## config.mk

```make
export PLATFORM = sky130hd
export DESIGN_NAME = byte_mul_sequencer
export DESIGN_NICKNAME = d
export VERILOG_FILES = /design/src/rtl/byte_mul_sequencer.sv
export SDC_FILE = /design/constraint.sdc
export NUM_CORES = 1
export LEC_CHECK = 0
export BUFFER_PORTS_ARGS = -buffer_cell sky130_fd_sc_hd__buf_4
export CAP_MARGIN = 20
export CORE_MARGIN = 1.5
export CORE_UTILIZATION = 40
export DETAILED_ROUTE_END_ITERATION = 12
export PLACE_DENSITY_LB_ADDON = 0.05
export SETUP_SLACK_MARGIN = 0.5
export SYNTH_ARGS = -nofsm -noshare
export SYNTH_HDL_FRONTEND = slang
export SYNTH_SLANG_ARGS = --single-unit
export TNS_END_PERCENT = 30
```

## constraint.sdc

```tcl
create_clock -name clk_i -period 14.8 [get_ports clk_i]
set_input_delay 2.96 -clock clk_i [delete_from_list [all_inputs] [get_ports clk_i]]
set_output_delay 2.96 -clock clk_i [all_outputs]
set_load 0.1 [all_outputs]
```

## src/rtl/byte_mul_sequencer.sv

```systemverilog
// Byte-serial 32x32 unsigned multiplier: one 8x32 partial product per cycle.
// Optional BYTE_MUL_ZERO_SKIP_EN ends the sequence early once the remaining multiplier bytes are zero.
module rotate_left (
    input  logic [31:0] operand_i,
    input  logic [1:0]  rol_amount_i,
    output logic [31:0] result_o
);

    always_comb begin
        unique case (rol_amount_i)
            2'd0: result_o = operand_i;
            2'd1: result_o = {operand_i[23:0], operand_i[31:24]};
            2'd2: result_o = {operand_i[15:0], operand_i[31:16]};
            2'd3: result_o = {operand_i[7:0],  operand_i[31:8]};
            default: result_o = operand_i;
        endcase
    end

endmodule

module byte_mul_sequencer (
    input  logic        clk_i,
    input  logic        rst_ni,
    input  logic        start_i,
    input  logic [31:0] operand_a_i,
    input  logic [31:0] operand_b_i,
    input  logic        op_hi_i,
    input  logic        flush_i,
    output logic        ready_o,
    output logic        valid_o,
    output logic [31:0] result_o,
    input  logic        ack_i
);

    typedef enum logic [1:0] {
        IDLE = 2'd0,
        BUSY = 2'd1,
        DONE = 2'd2
    } state_t;

    state_t      state;
    state_t      state_n;
    logic [1:0]  k;
    logic [1:0]  k_n;
    logic [63:0] acc;
    logic [63:0] acc_n;
    logic [31:0] opa;
    logic [31:0] opa_n;
    logic [31:0] opb;
    logic [31:0] opb_n;
    logic        hi;
    logic        hi_n;

    logic [1:0]  rol_amount;
    logic [31:0] rotated;
    logic [7:0]  mul_byte;
    logic [39:0] partial;
    logic [63:0] partial_shifted;
    logic        last;
    logic        unused_upper;

    // Rotating by (4-k) bytes brings multiplier byte k down to bits [7:0].
    assign rol_amount = 2'd0 - k;

    rotate_left u_rol (
        .operand_i    (opb),
        .rol_amount_i (rol_amount),
        .result_o     (rotated)
    );

    assign mul_byte        = rotated[7:0];
    assign partial         = {8'd0, opa} * {32'd0, mul_byte};
    assign partial_shifted = {24'd0, partial} << {k, 3'b000};
    assign unused_upper    = ^rotated[31:8];

`ifdef BYTE_MUL_ZERO_SKIP_EN
    logic upper_zero;

    // After rotation the bytes above k sit directly above bits [7:0].
    always_comb begin
        unique case (k)
            2'd0: upper_zero = (rotated[31:8] == 24'd0);
            2'd1: upper_zero = (rotated[23:8] == 16'd0);
            2'd2: upper_zero = (rotated[15:8] == 8'd0);
            2'd3: upper_zero = 1'b1;
            default: upper_zero = 1'b1;
        endcase
    end

    assign last = (k == 2'd3) || upper_zero;
`else
    assign last = (k == 2'd3);
`endif

    always_ff @(posedge clk_i or negedge rst_ni) begin
        if (!rst_ni) begin
            state <= IDLE;
            k     <= 2'd0;
            acc   <= 64'd0;
            opa   <= 32'd0;
            opb   <= 32'd0;
            hi    <= 1'b0;
        end else begin
            state <= state_n;
            k     <= k_n;
            acc   <= acc_n;
            opa   <= opa_n;
            opb   <= opb_n;
            hi    <= hi_n;
        end
    end

    always_comb begin
        state_n = state;
        k_n     = k;
        acc_n   = acc;
        opa_n   = opa;
        opb_n   = opb;
        hi_n    = hi;
        if (flush_i) begin
            state_n = IDLE;
            k_n     = 2'd0;
            acc_n   = 64'd0;
        end else begin
            unique case (state)
                IDLE: begin
                    if (start_i) begin
                        opa_n   = operand_a_i;
                        opb_n   = operand_b_i;
                        hi_n    = op_hi_i;
                        acc_n   = 64'd0;
                        k_n     = 2'd0;
                        state_n = BUSY;
                    end
                end
                BUSY: begin
                    acc_n = acc + partial_shifted;
                    k_n   = k + 2'd1;
                    if (last) begin
                        k_n     = 2'd0;
                        state_n = DONE;
                    end
                end
                DONE: begin
                    if (ack_i) begin
                        state_n = IDLE;
                    end
                end
                default: begin
                    state_n = IDLE;
                    k_n     = 2'd0;
                    acc_n   = 64'd0;
                end
            endcase
        end
    end

    assign ready_o  = (state == IDLE);
    assign valid_o  = (state == DONE);
    assign result_o = !valid_o ? 32'd0 : (hi ? acc[63:32] : acc[31:0]);

endmodule

```

-- Word-level counts from Yosys, hierarchy flattened
Index checks and enable logic that the tools add are counted.
- output and inout bits: 34
- bits in registers: 133
- $add $sub $neg: 3
- multiply operators: 1
- muxes and demuxes: 15
- shift operators: 1
- reduce and logical (&&, ||, !) cells: 5
- bitwise operators: 1
- equal/unequal tests: 10
- operator list (cell ; count):
    $pmux W64 S3 ; 1
    $mux W64 ; 2
    $add A64 B64 Y64 ; 1
    $mux W32 ; 2
    $shl A40 B5 Y64 ; 1
    $mul A32 B8 Y40 ; 1
    $pmux W8 S4 ; 1
    $mux W2 ; 7
    $pmux W2 S3 ; 2
    $eq A2 B2 Y1 const B ; 4
    $ne A3 B3 Y1 const B ; 2
    $reduce_and A3 Y1 ; 2
    $eq A2 B1 Y1 const B ; 2
    $logic_not A2 Y1 ; 2
    $ne A3 B2 Y1 const B ; 1
    $add A2 B1 Y2 const B ; 1
    $ne A2 B2 Y1 const B ; 1
    $reduce_and A2 Y1 ; 1
    $sub A1 B2 Y2 const A ; 1
    $not A1 Y1 ; 1

-- Logic depth before layout (Yosys ltp)
Gate-level depths: netlist (run 1).
- word-level depth: 8
- gate-level depth with buffers: 43

-- Hierarchy
From an unflattened synthesis (run 1), not the netlist that was laid out.
- cell total of the unflattened synthesis: 2029
- area total of the unflattened synthesis: 18347.6 sq um
- modules (own cells, without submodules) (module ; cells an instance ; times used ; sequential area each (sq um) ; area each (sq um)):
    byte_mul_sequencer ; 1989 ; 1 ; 3328.2 ; 17511.8
    rotate_left ; 40 ; 1 ; 0.0 ; 835.8

-- Least setup slack after synthesis (run 1)
OpenSTA, ideal clock, no wires.
- path type: reg-to-reg
- start point: reg k[1]
- end point: reg acc[62]
- clock period less this slack: 9.547 ns
- setup slack: 5.253 ns
- library setup time: 0.133 ns
- buffers on the path: 5
- stages on the path, launching flop included: 39
- arrival: 9.414 ns
- cell sequence: dfrtp_1 > clkbuf_1 > inv_2 > buf_1 > clkbuf_1 > ha_1 > clkbuf_1 > mux2i_1 > clkbuf_1 > and2_1 > fa_1 > fa_1 > fa_1 > inv_1 > fa_1 > inv_1 > ha_1 > or4_1 > (+3 left out) > o21bai_1 > a21oi_1 > xor2_1 > mux2i_1 > a22oi_1 > o21ai_0 > ha_1 > a21oi_1 > o21ai_0 > a211o_1 > a31oi_1 > a31oi_1 > nor3_1 > a31o_2 > o31a_1 > o21ai_0 > xnor2_1 > o21ai_0
- word-level cells in the longest chain between the ends: 8
- elaborated cells between the ends (all ways): 11
- classes of those cells: add/sub (2); mul (1); eq/ne (3); shift (1); mux (3); reduce/logical (1)
- ends and longest elaborated chain (element ; RTL line ; RTL):
    start, declared ; 43 ; logic [1:0] k;
    start signal, assigned ; 105 ; k <= k_n;
    $sub A1 B2 Y2 ; 63 ; assign rol_amount = 2'd0 - k;
    $eq A2 B2 Y1, or another cell as far along ; 10 ; unique case (rol_amount_i)
    $pmux W8 S4 ; 10 ;
    $mul A32 B8 Y40 ; 72 ; assign partial = {8'd0, opa} * {32'd0, mul_byte};
    $shl A40 B5 Y64 * ; 73 ; assign partial_shifted = {24'd0, partial} << {k, 3'b000};
    $add A64 B64 Y64 * ; 137 ; acc_n = acc + partial_shifted;
    $pmux W64 S3 * ; 125 ; unique case (state)
    $mux W64 * ; 120 ; if (flush_i) begin
    end signal, assigned ; 106 ; acc <= acc_n;
    end, declared ; 45 ; logic [63:0] acc;
Every way passes the cells marked *; elsewhere a longest branch is shown, timed or not.
A chain may end at the register's enable or synchronous reset.

-- Final worst setup path (run 1)
- start point: reg k[0]
- end point: reg acc[56]
The elaborated chain is that of the path after synthesis.

==> results of run 1 <==
logic make-up (layout without fill, tap and decap cells):
| kind of cell | after synthesis | count (layout) |
|---|---|---|
| adder cells (fa/ha/maj) | 316 | 316 |
| AND/OR/NAND/NOR | 618 | 618 |
| flip-flops | 133 | 133 |
| AO/OA/AOI/OAI | 453 | 453 |
| buffers and inverters | 278 | 346 |
| XOR/XNOR | 93 | 93 |
| multiplexers | 117 | 117 |
how the worst max path moves through the flow:
stage | from | end | slack (ns) | cells past startpoint
floorplan | k[1] | acc[62] | 5.25 | 38
global placement | k[0] | acc[56] | 4.30 | 35
detailed placement | k[0] | acc[56] | 4.27 | 35
CTS | k[0] | acc[56] | 4.23 | 35
global route | k[0] | acc[56] | 3.53 | 35
finish | k[0] | acc[56] | 4.21 | 35
layer usage:
metal	track usage, %	share of wire (%)	up-vias
li1	-	-	6902
met1	33.01	47	7334
met2	37.63	47	312
met3	3.801	3.9	54
met4	7.187	2.1	0
met5	0	0	-
cell type report:
class                           instances  area [sq um]  area share, %
Clock buffer                           18         439.2          2.221
Sequential cell                       133          3329          16.84
Clock inverter                         14         137.6         0.6961
Timing Repair Buffer                  120         904.6          4.575
Inverter                              194         728.2          3.683
Multi-Input combinational cell       1597         13490          68.24
Tap cell                              592         740.7          3.746
cells in the final DEF, fill, tap and decap left out, types with 10 or more instances in the layout:
master     instances
a22o_1            14
o21ai_0          113
nor2b_1           10
mux2i_1           46
inv_1            192
buf_4            119
xor2_1            45
fa_1             181
a31oi_1           14
nand4_1           12
xnor2_1           48
and3_1            22
nand2_1          187
ha_1             135
a21o_1            57
nor3_1            11
a21oi_1          113
dfrtp_1          132
nand3_1           10
mux2_2            63
nor2_1           112
a211oi_1          14
o21bai_1          27
clkbuf_16         17
and2_1           223
through the flow:
step | utilization (%) | area [sq um] | std cells | setup WS, ns | hold slack (ns)
floorplan | - | 17820 | 2008 | 5.253 | 0.4765
global placement | 43.50 | 19200 | 2636 | 4.299 | 0.4909
detailed placement | 43.50 | 19200 | 2636 | 4.272 | 0.4990
CTS | 44.81 | 19770 | 2668 | 4.232 | 0.5170
global route | 44.81 | 19770 | 2668 | 3.532 | 0.5283
finish | 44.81 | 19770 | 2668 | 4.215 | 0.5128
sequential cells by signal, indices dropped and copies added (netlist names):
signal  count
acc        64
opa        32
opb        32
k           2
state       2
hi          1
==> impl_metrics.toml, run 1 <==
[outcome]
run_status = "finished clean"

[critical_path]
worstReg2RegEnd = "acc[56]"
path_max_fanout = 35
critical_path.top_delay_family = "compound AO/OA/AOI/OAI gates"
end_kind = "flip-flop"
critical_path_required_ns = 15.16
slowest_stage = "a222oi_1"
cp-start-kind = "flip-flop"
reg2reg_slack_ns = 4.21
criticalPathCategory = "reg -> reg"
number_of_cells_on_the_worst_reg_to_reg_path = 35
critical_path.reg2reg.startpoint = "k[0]"
cp.buffers_inverters = 5
cpPeakStageDelay_ns = 0.70
timing.critical_path.mode_cell = "fa_1"
cp_data_arrival_time_ns = 10.95

[synthesis]
synthSimpleGateAreaFrac_pct = 17.48
synth_warnings = 0
yosys-top-cells-area = "fa_1 20%, dfrtp_1 19%, ha_1 9.5%, and2_1 7.8%, inv_1 4.0%"
asyncSetResetFlopFracSynth_pct = 100.0
synth-seq-area-share_pct = 18.68
ys.flop_type = "dfrtp_1"
synth_edf_count = 0
yosysMostFrequentCell = "and2_1"
synthCells = 2008
synth.cell_area_sq_mm = 0.01782
synth.net_count = 2394
synthesized_area_fraction_occupied_by_ao_oa_aoi_and_oai_cells_pct = 16.57
synth.lib_cells_used.distinct = 69
netlist_top_cells_count = "223 x and2_1, 192 x inv_1, 187 x nand2_1"
synth.area.mux_share_pct = 7.016
synthDominantCellAreaShare_pct = 20.34
average_footprint_of_a_synthesized_cell_sq_um = 8.872
yosys.area.top_type = "fa_1"
synth-adder-area-share_pct = 29.82
synth.ff_latch_count = 133
main_combinational_cell_family_by_area_after_synthesis = "adder cells"
synth-xor-area-share_pct = 4.572

[worst_hold_path]
min_delay_path_depth = 1
timing.hold.worst_endpoint = "opb[29]"
worstHoldPathType = "reg -> reg"
worst_hold_startpoint = "opb[29]"

[drt]
dr_total_vias = 14602
routed_wl_um = 52700
wl_per_cell_um = 19.75
detail_route.drc_violations = 0
post_drt_via_cell_ratio = 5.473
initial_drt_pass_iterations = 7
number_of_nets_with_antenna_violations_after_routing = 0
drt_iter0_drc = 993

[cells_and_area]
antenna-diode-count = 0
fillers = 4476
num-nets-final = 2449
drive_gt1_share_pct = 11.61
flow.area_growth_from_synthesis_pct = 10.98

[sta]
grt_setup_unrepaired = "false"
maxClockFrequency_ghz = 0.09447
finalHoldViolations = 0
clock_skew_ns = 0.01960
setup_viol = 0
finalCritPeriodShare_pct = 71.52
max_slew_margin_pct = 28.48
setup_total_negative_slack_ns = 0
final_period_minus_worst_setup_slack_ns = 10.59
tightestPinTransition_ns = 1.073
final_max_slew_viol_count = 0

[clock_network]
clk_latency_ns = 0.51
post_cts.resized_instances = 0
post-cts-setup-buffer-count = 0
clk_pin_slew_worst_paths_ns = 0.07
cts_tree = "built"
cts.root.buffer_cell = "clkbuf_16"
clock_sinks = 133
numCtsBuffers = 17
htree_levels = 4
cts_hold_buf = 0
cts_buffer_depth = 2

[grt]
gr-total-overflow = 0
total_global_routing_track_utilization_pct = 23.65
first_global_vias = 14634
grt_pass1_wl_um = 84180
grt_antenna_before_repair = 0
largest_net_degree_at_the_start_of_global_routing = 69

[place]
number_of_port_buffers = 103
detailedPlacementHpwl_um = 41240
finalWeightedCongestion = 0.9003

[die]
core_area_sq_mm = 0.04412
floorplan.rows = 77
die_wd_um = 214.0
die_area_sq_mm = 0.04582
die_y_um = 214.0
initial_utilization_pct = 40.38
design.portCount = 104

[job]
maxCapViolations = 0
Power of run 1 is not shown: default switching activity piles up to over one toggle a cycle in this logic, so the estimate is an artifact.
==> run 2: changes to the inputs <==
- ABC_AREA: not set -> 1
- clock period: 14.8 -> 10.68 ns (I/O delays scaled with it)
==> run 2 against run 1 <==
  * The run now ends with design-rule violations left
  * Cell count is 28% higher
  * Via count up 30%
  * Clock-buffer cell count shrank 1
==> impl_metrics.toml, run 2 <==
[synthesis]
synth.cell_area_sq_mm = 0.01901
synthDominantCellAreaShare_pct = 19.06
asyncSetResetFlopFracSynth_pct = 100.0
synth_edf_count = 0
synth.lib_cells_used.distinct = 57
synth.ff_latch_count = 133
synth_warnings = 0
synth-seq-area-share_pct = 17.51
yosys-top-cells-area = "fa_1 19%, dfrtp_1 18%, nand2_1 9.6%, nor2_1 9.4%, ha_1 8.9%"
netlist_top_cells_count = "487 x nand2_1, 477 x nor2_1, 397 x inv_1"
yosys.area.top_type = "fa_1"
yosysMostFrequentCell = "nand2_1"
ys.flop_type = "dfrtp_1"
average_footprint_of_a_synthesized_cell_sq_um = 6.994
synth.net_count = 3104
synthCells = 2718

[worst_hold_path]
worst_hold_startpoint = "opb[23]"
timing.hold.worst_endpoint = "opb[23]"
min_delay_path_depth = 1
worstHoldPathType = "reg -> reg"

[sta]
grt_setup_unrepaired = "false"
setup_total_negative_slack_ns = 0
whs_ns = 0.5139
finalCritPeriodShare_pct = 86.60
max_slew_margin_pct = 34.92
finalHoldViolations = 0
final_period_minus_worst_setup_slack_ns = 9.248
maxClockFrequency_ghz = 0.1081
tightestPinTransition_ns = 0.9673
final_worst_setup_slack_ns = 1.432
final_max_slew_viol_count = 0
clock_skew_ns = 0.02027
setup_viol = 0

[cells_and_area]
drive_gt1_share_pct = 9.162
largest_registers = "acc x64, opa x32, opb x32"
antenna-diode-count = 0
fillers = 5004
post_layout_nonfiller_instances = 3412
largest_register_ffs = 64
flow.area_growth_from_synthesis_pct = 10.71
num-nets-final = 3178
mostFrequentLayoutCells = "487 x nand2_1, 476 x nor2_1, 397 x inv_1"
largest-register = "acc"
final_common_cell = "nand2_1"

[clock_network]
clk_latency_ns = 0.49
post-cts-setup-buffer-count = 0
cts.root.buffer_cell = "clkbuf_16"
clock_sinks = 133
cts_hold_buf = 0
htree_levels = 4
post_cts.resized_instances = 0
numCtsBuffers = 17
cts_tree = "built"
cts_buffer_depth = 2
clk_pin_slew_worst_paths_ns = 0.08

[grt]
first_global_vias = 19242
grt_antenna_before_repair = 0
grt_pass1_wl_um = 118100
total_global_routing_track_utilization_pct = 32.42
gr-total-overflow = 0
largest_net_degree_at_the_start_of_global_routing = 83

[die]
core_area_sq_mm = 0.04675
die_wd_um = 221.0
die_area_sq_mm = 0.04884
die_y_um = 221.0
initial_utilization_pct = 40.66
design.portCount = 104
floorplan.rows = 79

[critical_path]
reg2reg_slack_ns = 1.43
path_max_fanout = 16
cp_data_arrival_time_ns = 9.66
slowest_stage = "clkinv_1"
cpPeakStageDelay_ns = 0.53
worstReg2RegEnd = "acc[48]"
cp-start-kind = "flip-flop"
criticalPathCategory = "reg -> reg"
number_of_cells_on_the_worst_reg_to_reg_path = 39
end_kind = "flip-flop"
critical_path_required_ns = 11.09
critical_path.reg2reg.startpoint = "k[1]"

[drt]
detail_route.drc_violations = 1
wl_per_cell_um = 22.85
initial_drt_pass_iterations = 9
drt_iter0_drc = 1499
dr_total_vias = 18925
routed_wl_um = 77970
post_drt_via_cell_ratio = 5.547
number_of_nets_with_antenna_violations_after_routing = 0

[place]
dpl_worst_slack_ns = 1.497
finalWeightedCongestion = 1.023
number_of_port_buffers = 103
dp.cells = 3380
detailedPlacementHpwl_um = 64550

[job]
maxCapViolations = 0

[outcome]
violations_in_the_final_reports = "design-rule violations"
run_status = "finished with violations"
==> run 2: cell count changes in the layout (fill, tap and decap cells not counted), moves of 43 or more <==
cell,previous run,this run
nor2_1,112,476
nand2_1,187,487
inv_1,192,397
a21oi_1,113,213
o21ai_0,113,184
and2_1,223,4
nand3_1,10,129
mux2i_1,46,3
==> run 2: per-layer routing <==
layer / global-route usage (%) / wire length (um) / up-vias
li1: - / - / 8849
met1: 40.55 / 32870 / 9282
met2: 54.58 / 37030 / 634
met3: 5.404 / 4314 / 160
met4: 15.33 / 3756 / 0
met5: 0 / 0 / -
==> run 2: how the worst max path moves through the flow <==
stage	start	end
2_1_floorplan	k[1]	acc[48]
3_3_place_gp	k[1]	acc[48]
3_5_place_dp	k[1]	acc[48]
4_1_cts	k[1]	acc[48]
5_1_grt	k[1]	acc[48]
6_report	k[1]	acc[48]
==> run 2: metrics by stage <==
stage          cell area (sq um)  utilization, %
3_5_place_dp               20440           43.72
6_report                   21050           45.02
4_1_cts                    21050           45.02
3_3_place_gp               20440           43.72
5_1_grt                    21050           45.02
2_1_floorplan              19010               -
==> run 2: cells by family (layout without fill, tap and decap cells) <==
kind of cell,Yosys count,after routing,share of synthesized area [%]
compound gates,541,541,16.22
flops,133,133,17.51
buf+inv,496,583,10.02
xor+xnor,24,24,1.106
mux,32,32,1.876
simple gates,1176,1176,25.33
fa+ha+maj,316,316,27.95
==> run 2: worst max-delay path: cells and delay by family, from the launching register on <==
kind | cells | cell delay [ns]
flops | 1 | 0.42
compound gates | 7 | 1.44
simple gates | 14 | 2.05
fa+ha+maj | 7 | 2.92
xor+xnor | 1 | 0.21
buf+inv | 10 | 2.10
==> run 2: layout make-up <==
class,count,area [sq um],area share [%]
tap,607,759.5,3.609
inverter,422,1584,7.526
clock buffer,17,425.4,2.021
sequential,133,3328,15.81
clock inverter,15,178.9,0.8501
timing repair buffer,129,972.2,4.619
multi-input combinational,2089,13800,65.56
Power of run 2 is left out for the same reason.
